<file path="config.mk">
export PLATFORM = sky130hd
export DESIGN_NAME = data_sram8_ctrl
export DESIGN_NICKNAME = d
export VERILOG_FILES = /design/src/rtl/data_sram8_ctrl.sv
export SDC_FILE = /design/constraint.sdc
export NUM_CORES = 1
export LEC_CHECK = 0
export ABC_CLOCK_PERIOD_IN_PS = 3520
export BUFFER_PORTS_ARGS = -buffer_cell sky130_fd_sc_hd__buf_2
export CORE_MARGIN = 2
export CORE_UTILIZATION = 50
export CTS_BUF_LIST = sky130_fd_sc_hd__clkbuf_4 sky130_fd_sc_hd__clkbuf_8
export CTS_CLUSTER_DIAMETER = 30
export DETAILED_ROUTE_END_ITERATION = 8
export GPL_TIMING_DRIVEN = 0
export HOLD_SLACK_MARGIN = 0.05
export PLACE_DENSITY = 0.74
export REMOVE_ABC_BUFFERS = 1
export SYNTH_ARGS = -nofsm -noshare
export SYNTH_HDL_FRONTEND = slang
export SYNTH_SLANG_ARGS = --single-unit
</file>
<file path="constraint.sdc">
create_clock -name clk -period 3.52 [get_ports clk]
set_clock_uncertainty 0.05 [all_clocks]
set_input_delay 0.704 -clock clk [delete_from_list [all_inputs] [get_ports clk]]
set_output_delay 0.704 -clock clk [all_outputs]
set_load 0.02 [all_outputs]
</file>
<file path="src/rtl/data_sram8_ctrl.sv">
// CPU data-port responder that serves 32-bit requests as a sequence of byte accesses
// to an 8-bit asynchronous SRAM, holding the pipeline until the word is complete.
module data_sram8_ctrl #(
  parameter int ADDR_W      = 20,
  parameter int WAIT_CYCLES = 1
) (
  input  logic              clk,
  input  logic              rst,
  input  logic              cpu_ce_i,
  input  logic              cpu_we_i,
  input  logic [31:0]       cpu_addr_i,
  input  logic [3:0]        cpu_sel_i,
  input  logic [31:0]       cpu_data_i,
  input  logic              flush_i,
  output logic [31:0]       cpu_data_o,
  output logic              stallreq_o,
  output logic [ADDR_W-1:0] sram_addr_o,
  output logic [7:0]        sram_dq_o,
  input  logic [7:0]        sram_dq_i,
  output logic              sram_dq_oe_o,
  output logic              sram_ce_n_o,
  output logic              sram_oe_n_o,
  output logic              sram_we_n_o
);

  typedef enum logic [2:0] {S_IDLE, S_SETUP, S_STROBE, S_HOLD, S_DONE} state_e;

  state_e              state_q, state_d;
  logic                we_q, we_d;
  logic [ADDR_W-3:0]   base_q, base_d;
  logic [3:0]          sel_q, sel_d;
  logic [31:0]         wdata_q, wdata_d;
  logic [1:0]          lane_q, lane_d;
  logic [3:0]          cnt_q, cnt_d;
  logic [31:0]         rbuf_q, rbuf_d;
  logic [31:0]         data_q, data_d;
  logic [ADDR_W-1:0]   addr_q, addr_d;
  logic [7:0]          dq_q, dq_d;
  logic                dq_oe_q, dq_oe_d;
  logic                ce_n_q, ce_n_d;
  logic                oe_n_q, oe_n_d;
  logic                we_n_q, we_n_d;
  logic [2:0]          scan;

  // Word-offset and upper address bits are not part of the SRAM byte address.
  logic unused_addr_bits;
  assign unused_addr_bits = ^{cpu_addr_i[31:ADDR_W], cpu_addr_i[1:0]};

  // Returns {found, lane}: lowest byte offset >= start whose enable bit is set.
  function automatic logic [2:0] next_lane(input logic [3:0] sel, input logic [2:0] start);
    logic [2:0] res;
    res = 3'b000;
    for (int k = 3; k >= 0; k--) begin
      if (k >= int'(start) && sel[3-k]) res = {1'b1, 2'(k)};
    end
    return res;
  endfunction

  // NOTE: state and data registers use non-blocking assignments so every flop
  // samples the pre-edge value of its neighbours, independent of process order.
  always_ff @(posedge clk or negedge rst) begin
    if (!rst) state_q <= S_IDLE;
    else      state_q <= state_d;
  end

  // NOTE: every signal written here gets a default first, so no path can leave
  // it unassigned and infer a latch.
  always_comb begin
    state_d = state_q;
    we_d    = we_q;
    base_d  = base_q;
    sel_d   = sel_q;
    wdata_d = wdata_q;
    lane_d  = lane_q;
    cnt_d   = cnt_q;
    rbuf_d  = rbuf_q;
    data_d  = data_q;
    scan    = 3'b000;
    if (flush_i) begin
      state_d = S_IDLE;
    end else begin
      unique case (state_q)
        S_IDLE: if (cpu_ce_i) begin
          we_d    = cpu_we_i;
          base_d  = cpu_addr_i[ADDR_W-1:2];
          sel_d   = cpu_sel_i;
          wdata_d = cpu_data_i;
          rbuf_d  = '0;
          scan    = next_lane(cpu_sel_i, 3'd0);
          if (scan[2]) begin
            lane_d  = scan[1:0];
            state_d = S_SETUP;
          end else begin
            data_d  = '0;
            state_d = S_DONE;
          end
        end
        S_SETUP: begin
          cnt_d   = 4'(WAIT_CYCLES);
          state_d = S_STROBE;
        end
        S_STROBE: begin
          if (cnt_q == 4'd0) begin
            if (!we_q) rbuf_d[{~lane_q, 3'b000} +: 8] = sram_dq_i;
            state_d = S_HOLD;
          end else begin
            cnt_d = cnt_q - 4'd1;
          end
        end
        S_HOLD: begin
          scan = next_lane(sel_q, {1'b0, lane_q} + 3'd1);
          if (scan[2]) begin
            lane_d  = scan[1:0];
            state_d = S_SETUP;
          end else begin
            // The assembled word is published only on completion, so a flush
            // part-way through a read never disturbs cpu_data_o.
            if (!we_q) data_d = rbuf_q;
            state_d = S_DONE;
          end
        end
        S_DONE:  state_d = S_IDLE;
        default: state_d = S_IDLE;
      endcase
    end
  end

  // SRAM pins are registered from the next state so they change only at clock edges.
  always_comb begin
    addr_d  = addr_q;
    dq_d    = dq_q;
    dq_oe_d = 1'b0;
    ce_n_d  = 1'b1;
    oe_n_d  = 1'b1;
    we_n_d  = 1'b1;
    unique case (state_d)
      S_SETUP: begin
        ce_n_d  = 1'b0;
        dq_oe_d = we_d;
        addr_d  = {base_d, lane_d};
        if (we_d) dq_d = wdata_d[{~lane_d, 3'b000} +: 8];
      end
      S_STROBE: begin
        ce_n_d  = 1'b0;
        dq_oe_d = we_d;
        oe_n_d  = we_d;
        we_n_d  = ~we_d;
      end
      S_HOLD: begin
        ce_n_d  = 1'b0;
        dq_oe_d = we_d;
      end
      default: ;
    endcase
  end

  always_ff @(posedge clk or negedge rst) begin
    if (!rst) begin
      we_q    <= 1'b0;
      base_q  <= '0;
      sel_q   <= '0;
      wdata_q <= '0;
      lane_q  <= '0;
      cnt_q   <= '0;
      rbuf_q  <= '0;
      data_q  <= '0;
      addr_q  <= '0;
      dq_q    <= '0;
      dq_oe_q <= 1'b0;
      ce_n_q  <= 1'b1;
      oe_n_q  <= 1'b1;
      we_n_q  <= 1'b1;
    end else begin
      we_q    <= we_d;
      base_q  <= base_d;
      sel_q   <= sel_d;
      wdata_q <= wdata_d;
      lane_q  <= lane_d;
      cnt_q   <= cnt_d;
      rbuf_q  <= rbuf_d;
      data_q  <= data_d;
      addr_q  <= addr_d;
      dq_q    <= dq_d;
      dq_oe_q <= dq_oe_d;
      ce_n_q  <= ce_n_d;
      oe_n_q  <= oe_n_d;
      we_n_q  <= we_n_d;
    end
  end

  assign stallreq_o   = cpu_ce_i && (state_q != S_DONE) && !flush_i;
  assign cpu_data_o   = data_q;
  assign sram_addr_o  = addr_q;
  assign sram_dq_o    = dq_q;
  assign sram_dq_oe_o = dq_oe_q;
  assign sram_ce_n_o  = ce_n_q;
  assign sram_oe_n_o  = oe_n_q;
  assign sram_we_n_o  = we_n_q;

endmodule

</file>
==> impl_metrics.json, run 1 <==
{
  "grt_pass1_wl_um": 22840,
  "synthCells": 592,
  "holdBufCountCts": 0,
  "period_share_pct": 94.05,
  "ys_seq_elements": 160,
  "outcome": "finished, final reports clean",
  "final_area_um2": 8075,
  "cts_tree": "built",
  "ios": 146,
  "dp_hpwl_um": 9519,
  "port_buffers": 131,
  "power_uw": 6175,
  "cts_root_buf": "clkbuf_8",
  "worstSetupStartpointType": "flip-flop",
  "pwr_density_cell_nw_per_um2": 764.7,
  "grt_pass1_vias": 4734,
  "antenna_found_initial": 2,
  "synthFlopType": "dfrtp_1",
  "slew_headroom_pct": 25.32,
  "detail_route.wl_per_cell_um": 15.16,
  "period_minus_slack_ns": 3.311,
  "crit_fanout": 11,
  "ant_nets": 0,
  "area_growth_pct": 19.10,
  "r2r_start": "lane_q[0]",
  "postSynthAreaPerCell_um2": 11.45,
  "worst-setup-path-type": "flip-flop to flip-flop",
  "dieWidth_um": 120.5,
  "die-area_um2": 14510,
  "post_dp_cell_area_um2": 7624,
  "p_leak_uw": 0.003801,
  "drv_cap": 0,
  "nets": 812,
  "num_vias": 4670,
  "initial_utilization_pct": 51.20,
  "slew_violations": 0,
  "yosysTopAreaCell": "dfrtp_1",
  "critical_path_required_ns": 3.81,
  "hold_viol": 0,
  "drtPass1Iterations": 4,
  "synth.area.top_cells": "dfrtp_1 58%, mux2_2 13%, nand2_1 8.2%",
  "cts_buffers": 17,
  "cts_sinks": 160,
  "synth_top_cell_area_share_pct": 57.94,
  "drtIter0Drc": 248,
  "post_drt_via_cell_ratio": 5.121,
  "n_fill_cell": 1110,
  "cp-end-kind": "flip-flop",
  "yosys.cell_types.count": 35,
  "syn-cell-area_um2": 6780,
  "crit_start": "lane_q[0]",
  "drc": 0,
  "post_cts_buffers": 0,
  "clk_path_buf_depth": 2,
  "fmax_mhz": 302.1,
  "synth_edf_count": 0,
  "rsz0062_at_grt": "false",
  "core_area_um2": 13240,
  "seq_area_frac_synth_pct": 59.11,
  "die_h_um": 120.5,
  "drive_above_1_share_pct": 37.28,
  "grt_usage_pct": 20.11,
  "wl_um": 13820,
  "worst_pin_slew_ns": 1.110,
  "setup_violations": 0,
  "clk_pin_slew_ns": 0.09,
  "clk_latency_ns": 0.45,
  "yosys_warnings": 0,
  "grt-ovfl-total": 0,
  "async_flop_share_pct": 100.0,
  "grt_max_degree": 86,
  "ir_drop_v": 0.0004550,
  "h-tree-depth": 4,
  "globalplace.congestion": 0.8781,
  "hp-class": "input port to async pin",
  "critPathArrivalTime_ns": 3.60,
  "placement_rows": 42
}
==> final timing paths <==
kind	endpoint	slack (ns)	depth (start not counted)
min in group clk	cpu_data_o[23]	0.43	2
max reg2reg	sram_dq_o[1]	0.21	9
max in group asynchronous	sram_ce_n_o	2.36	2
min reg2reg	cpu_data_o[23]	0.43	2
min	cpu_data_o[0]	0.21	1
max	sram_dq_o[1]	0.21	9
==> where the power goes <==
group | total [µW] | switching (µW) | internal (µW)
sequential | 2730 | 267 | 2470
clock | 1350 | 702 | 648
combinational | 2090 | 1170 | 923
total | 6180 | 2140 | 4040
==> synth_stat cells (2+ instances only) <==
| master | instances |
|---|---|
| dfrtp_1 | 157 |
| buf_6 | 4 |
| dfstp_2 | 3 |
| o211ai_1 | 2 |
| clkbuf_1 | 14 |
| nor4_1 | 3 |
| nand2_1 | 148 |
| ha_1 | 9 |
| a21oi_1 | 5 |
| nand3_1 | 6 |
| xor2_1 | 3 |
| o21a_1 | 3 |
| and2_1 | 2 |
| buf_2 | 7 |
| o21ai_0 | 40 |
| mux2i_1 | 25 |
| and3_1 | 2 |
| a221oi_1 | 2 |
| nor2_1 | 10 |
| mux2_2 | 79 |
| nor3_1 | 7 |
| a21boi_0 | 2 |
| o21ai_1 | 24 |
| nor2b_1 | 2 |
| o21ai_2 | 13 |
| inv_1 | 11 |
==> per-stage QoR <==
stage                     instances  hold WS (ns)  utilization [%]  worst slack, ns  TNS, ns
after floorplan                 567        0.3584                -          -0.3178   -3.734
after global placement          874        0.4064            56.81           -1.544  -190.65
after detailed placement        877        0.4153            57.57          -0.2851   -2.136
after CTS                       910        0.2286            60.78          0.03828        0
after global routing            911        0.2635            60.96         0.003009        0
final                           912        0.2143            60.98           0.2095        0
==> worst max-delay path: stages (launching register included) <==
cell	delay, ns
dfrtp_1	0.54
inv_1	0.18
ha_1	0.28
o21a_1	0.19
a221oi_1	0.41
a21oi_1	0.12
or2_2	0.30
a21oi_2	0.65
mux2i_1	0.17
mux2_2	0.30
==> logic make-up (layout without fill, tap and decap cells) <==
family | count (synthesis) | after routing | synth area share [%]
and+or+nand+nor | 185 | 186 | 11.09
adders and majority gates | 9 | 9 | 1.661
AOI/OAI and AO/OA | 94 | 95 | 8.249
other | 0 | 1 | 0
xor gates and xnor gates | 4 | 4 | 0.5168
DFF | 160 | 160 | 59.11
buffers and inverters | 36 | 177 | 2.565
muxes | 104 | 104 | 16.81
==> state kept, by name, indices dropped and copies added (netlist names) <==
register	flops
sram_oe_n_o	1
we_q	1
sram_dq_o	8
state_q	3
sram_addr_o	20
lane_q	2
cnt_q	4
sram_ce_n_o	1
base_q	18
cpu_data_o	32
wdata_q	32
sel_q	4
sram_we_n_o	1
sram_dq_oe_o	1
rbuf_q	32
==> area by class of cell <==
cell class                      count  area [µm²]  share of cell area (%)
Antenna cell                        1       2.502                 0.03099
Tap cell                          176       220.2                   2.727
Clock buffer                       18       241.5                   2.990
Sequential cell                   160        4008                   49.63
Multi-Input combinational cell    398        2673                   33.10
Inverter                           11       41.29                  0.5113
Timing Repair Buffer              134       732.0                   9.064
Clock inverter                     14       157.7                   1.952
==> what timing repair did <==
| item | CTS | global route |
|---|---|---|
| endpoints found under the hold margin | 0 | 0 |
| resized for setup | 3 | 4 |
| gates cloned | 1 | 1 |
| endpoints found under the setup margin | 27 | 12 |
| pin swaps | 1 | 1 |
==> layout by cell type (no fill, tap or decap), types with 3 or more instances in the layout <==
master | synthesis | layout
dfrtp_1 | 157 | 157
nand2_1 | 148 | 147
buf_2 | 7 | 130
mux2_2 | 79 | 79
o21ai_0 | 40 | 39
o21ai_1 | 24 | 25
mux2i_1 | 25 | 25
clkbuf_8 | 0 | 17
o21ai_2 | 13 | 13
inv_1 | 11 | 11
nor2_1 | 10 | 9
ha_1 | 9 | 9
nand3_1 | 6 | 5
a21oi_1 | 5 | 4
nor3_1 | 7 | 4
inv_6 | 0 | 4
clkinv_4 | 0 | 4
nor3_2 | 0 | 3
xor2_1 | 3 | 3
o21a_1 | 3 | 3
nor4_1 | 3 | 3
clkinvlp_4 | 0 | 3
dfstp_2 | 3 | 3
==> layer usage <==
| layer | GRT usage (%) | vias to the layer above | part of all wire [%] |
|---|---|---|---|
| met5 | 0 | - | 0.22 |
| met4 | 6.468 | 4 | 1.3 |
| met3 | 7.736 | 23 | 7.5 |
| met2 | 32.27 | 132 | 47 |
| met1 | 25.21 | 2238 | 43 |
| li1 | - | 2273 | - |
Note: power is estimated with default switching activity, not from simulation.
==> run 2, diff against run 1 <==
ABC_CLOCK_PERIOD_IN_PS = 3700   (was 3520)
CORE_UTILIZATION = 56   (was 50)
PLACE_DENSITY = 0.82   (was 0.74)
RECOVER_POWER = 50   (was unset)
clock period = 3.7 ns   (was 3.52 ns; I/O delays follow)
==> run 2 against run 1 <==
Against the previous run: the flow now finishes with violations (max-capacitance violations, max-slew violations); register-to-register slack gained 0.12 ns; hold slack better by 0.21 ns; first-iteration DRC count rose by 61%; sequential share of layout area is 0.49 points higher; critical endpoint is now sram_dq_o[3]; utilization is 6.2 points higher.
==> impl_metrics.json, run 2 (synthesis gave the netlist of run 1 again) <==
{
  "outcome": "finished, violations left",
  "violations": "max-capacitance violations, max-slew violations",
  "drtIter0Drc": 400,
  "globalplace.congestion": 0.8176,
  "final_area_um2": 7996,
  "wl_um": 14030,
  "cp-end-kind": "flip-flop",
  "detail_route.wl_per_cell_um": 15.89,
  "grt-ovfl-total": 0,
  "dp_hpwl_um": 9808,
  "die_h_um": 114.0,
  "ir_drop_v": 0.0005142,
  "port_buffers": 131,
  "cp_slowest_cell": "a21oi_2",
  "slew_violations": 84,
  "cts_buffers": 17,
  "critPathArrivalTime_ns": 3.66,
  "cpPeakStageDelay_ns": 0.63,
  "rsz0062_at_grt": "false",
  "post_dp_cell_area_um2": 7647,
  "setup_violations": 0,
  "p_leak_uw": 0.003710,
  "num_vias": 4759,
  "worst-setup-path-type": "flip-flop to flip-flop",
  "drv_cap": 1,
  "dieWidth_um": 114.0,
  "clk_path_buf_depth": 2,
  "period_share_pct": 91.13,
  "die-area_um2": 13000,
  "core_area_um2": 11910,
  "crit_fanout": 11,
  "post_drt_via_cell_ratio": 5.390,
  "grt_usage_pct": 23.31,
  "grt_pass1_vias": 4962,
  "worstSetupStartpointType": "flip-flop",
  "instances_no_fill": 883,
  "drive_above_1_share_pct": 32.88,
  "placement_rows": 40,
  "h-tree-depth": 4,
  "final_cell_mix": "157 x dfrtp_1, 147 x nand2_1, 99 x buf_2",
  "drtPass1Iterations": 6,
  "crit_chain": "inv_1 -> ha_1 -> o21a_1 -> a221oi_1 -> a21oi_1 -> or2_2 -> a21oi_2 -> mux2i_1 -> mux2_2",
  "grt_max_degree": 84,
  "cts_tree": "built",
  "clk_latency_ns": 0.45,
  "pwr_density_cell_nw_per_um2": 726.8,
  "ios": 146,
  "post_cts_buffers": 0,
  "antenna_found_initial": 3,
  "reg2regPathDepth": 9,
  "hold_path_depth": 2,
  "whs_ns": 0.4287,
  "cts_root_buf": "clkbuf_8",
  "hp-class": "flip-flop to flip-flop",
  "area_growth_pct": 17.94,
  "slew_headroom_pct": -32.03,
  "diodes": 0,
  "critical_path_required_ns": 3.98,
  "path_depth": 9,
  "period_minus_slack_ns": 3.372,
  "initial_utilization_pct": 56.92,
  "nets": 813,
  "cts_sinks": 160,
  "holdBufCountCts": 0,
  "mostFrequentLayoutCell": "dfrtp_1",
  "drc": 0,
  "dp_cells": 850,
  "crit_buf_inv": 1,
  "hold_viol": 0,
  "critPathTopFamily": "compound AO/OA/AOI/OAI gates",
  "power_uw": 5812,
  "clk_pin_slew_ns": 0.08,
  "fmax_mhz": 296.6,
  "grt_pass1_wl_um": 23480,
  "ant_nets": 0,
  "worst_pin_slew_ns": 1.981
}
## run 2: changes by cell type in the layout (fill, tap and decap cells not counted), sizes merged
cell / delta
buf: -31
bufinv: -1
clkbuf: +36
diode: -1
inv: -2
nand3: -1
## run 2: cell type report
| type | instances | area [µm²] |
|---|---|---|
| clock buffers | 21 | 282.8 |
| repair buffers | 136 | 734.5 |
| well taps | 147 | 183.9 |
| flip-flops and latches | 160 | 4008 |
| multi-input cells | 397 | 2640 |
| clock inverters | 11 | 106.4 |
| inverters | 11 | 41.29 |
| fillers | 922 | 3915 |
## run 2: worst paths after layout
kind                                 from             end  slack (ns)
max                             lane_q[0]    sram_dq_o[3]        0.33
min                        cpu_data_o[27]  cpu_data_o[27]        0.43
max reg2reg                     lane_q[0]    sram_dq_o[3]        0.33
min reg2reg                cpu_data_o[27]  cpu_data_o[27]        0.43
max in group asynchronous             rst  sram_addr_o[2]        0.80
min in group asynchronous             rst   cpu_data_o[3]        0.78
## run 2: metrics by stage
stage / setup slack [ns] / setup TNS (ns) / utilization, %
floorplan: -0.1738 / -1.390 / -
global placement: -1.334 / -128.23 / 62.86
detailed placement: -0.09733 / -0.5187 / 64.20
CTS: 0.2616 / 0 / 67.56
global route: 0.05992 / 0 / 67.13
finish: 0.3283 / 0 / 67.13
## run 2: timing repair
item / CTS / global route
pin swaps: 0 / 1
setup endpoints to repair: 8 / 8
resized for setup: 2 / 2
cloned: 0 / 1
## run 2: power by group
group | internal (µW) | switching, µW
clock network | 597 | 634
logic | 855 | 1110
registers | 2350 | 264
total | 3800 | 2010
## run 2: routing by layer
metal / vias up / routed length [µm] / GRT usage, %
met5: - / 46 / 0
met4: 6 / 346 / 11.54
met3: 34 / 1078 / 8.289
met2: 147 / 6740 / 36.83
met1: 2300 / 5816 / 28.58
li1: 2272 / - / -
## run 2: worst min-delay path: cells and delay by family, from the launching register on
| kind | cells | cell delay [ns] |
|---|---|---|
| AOI/OAI and AO/OA | 1 | 0.06 |
| DFF | 1 | 0.35 |
| and+or+nand+nor | 1 | 0.04 |
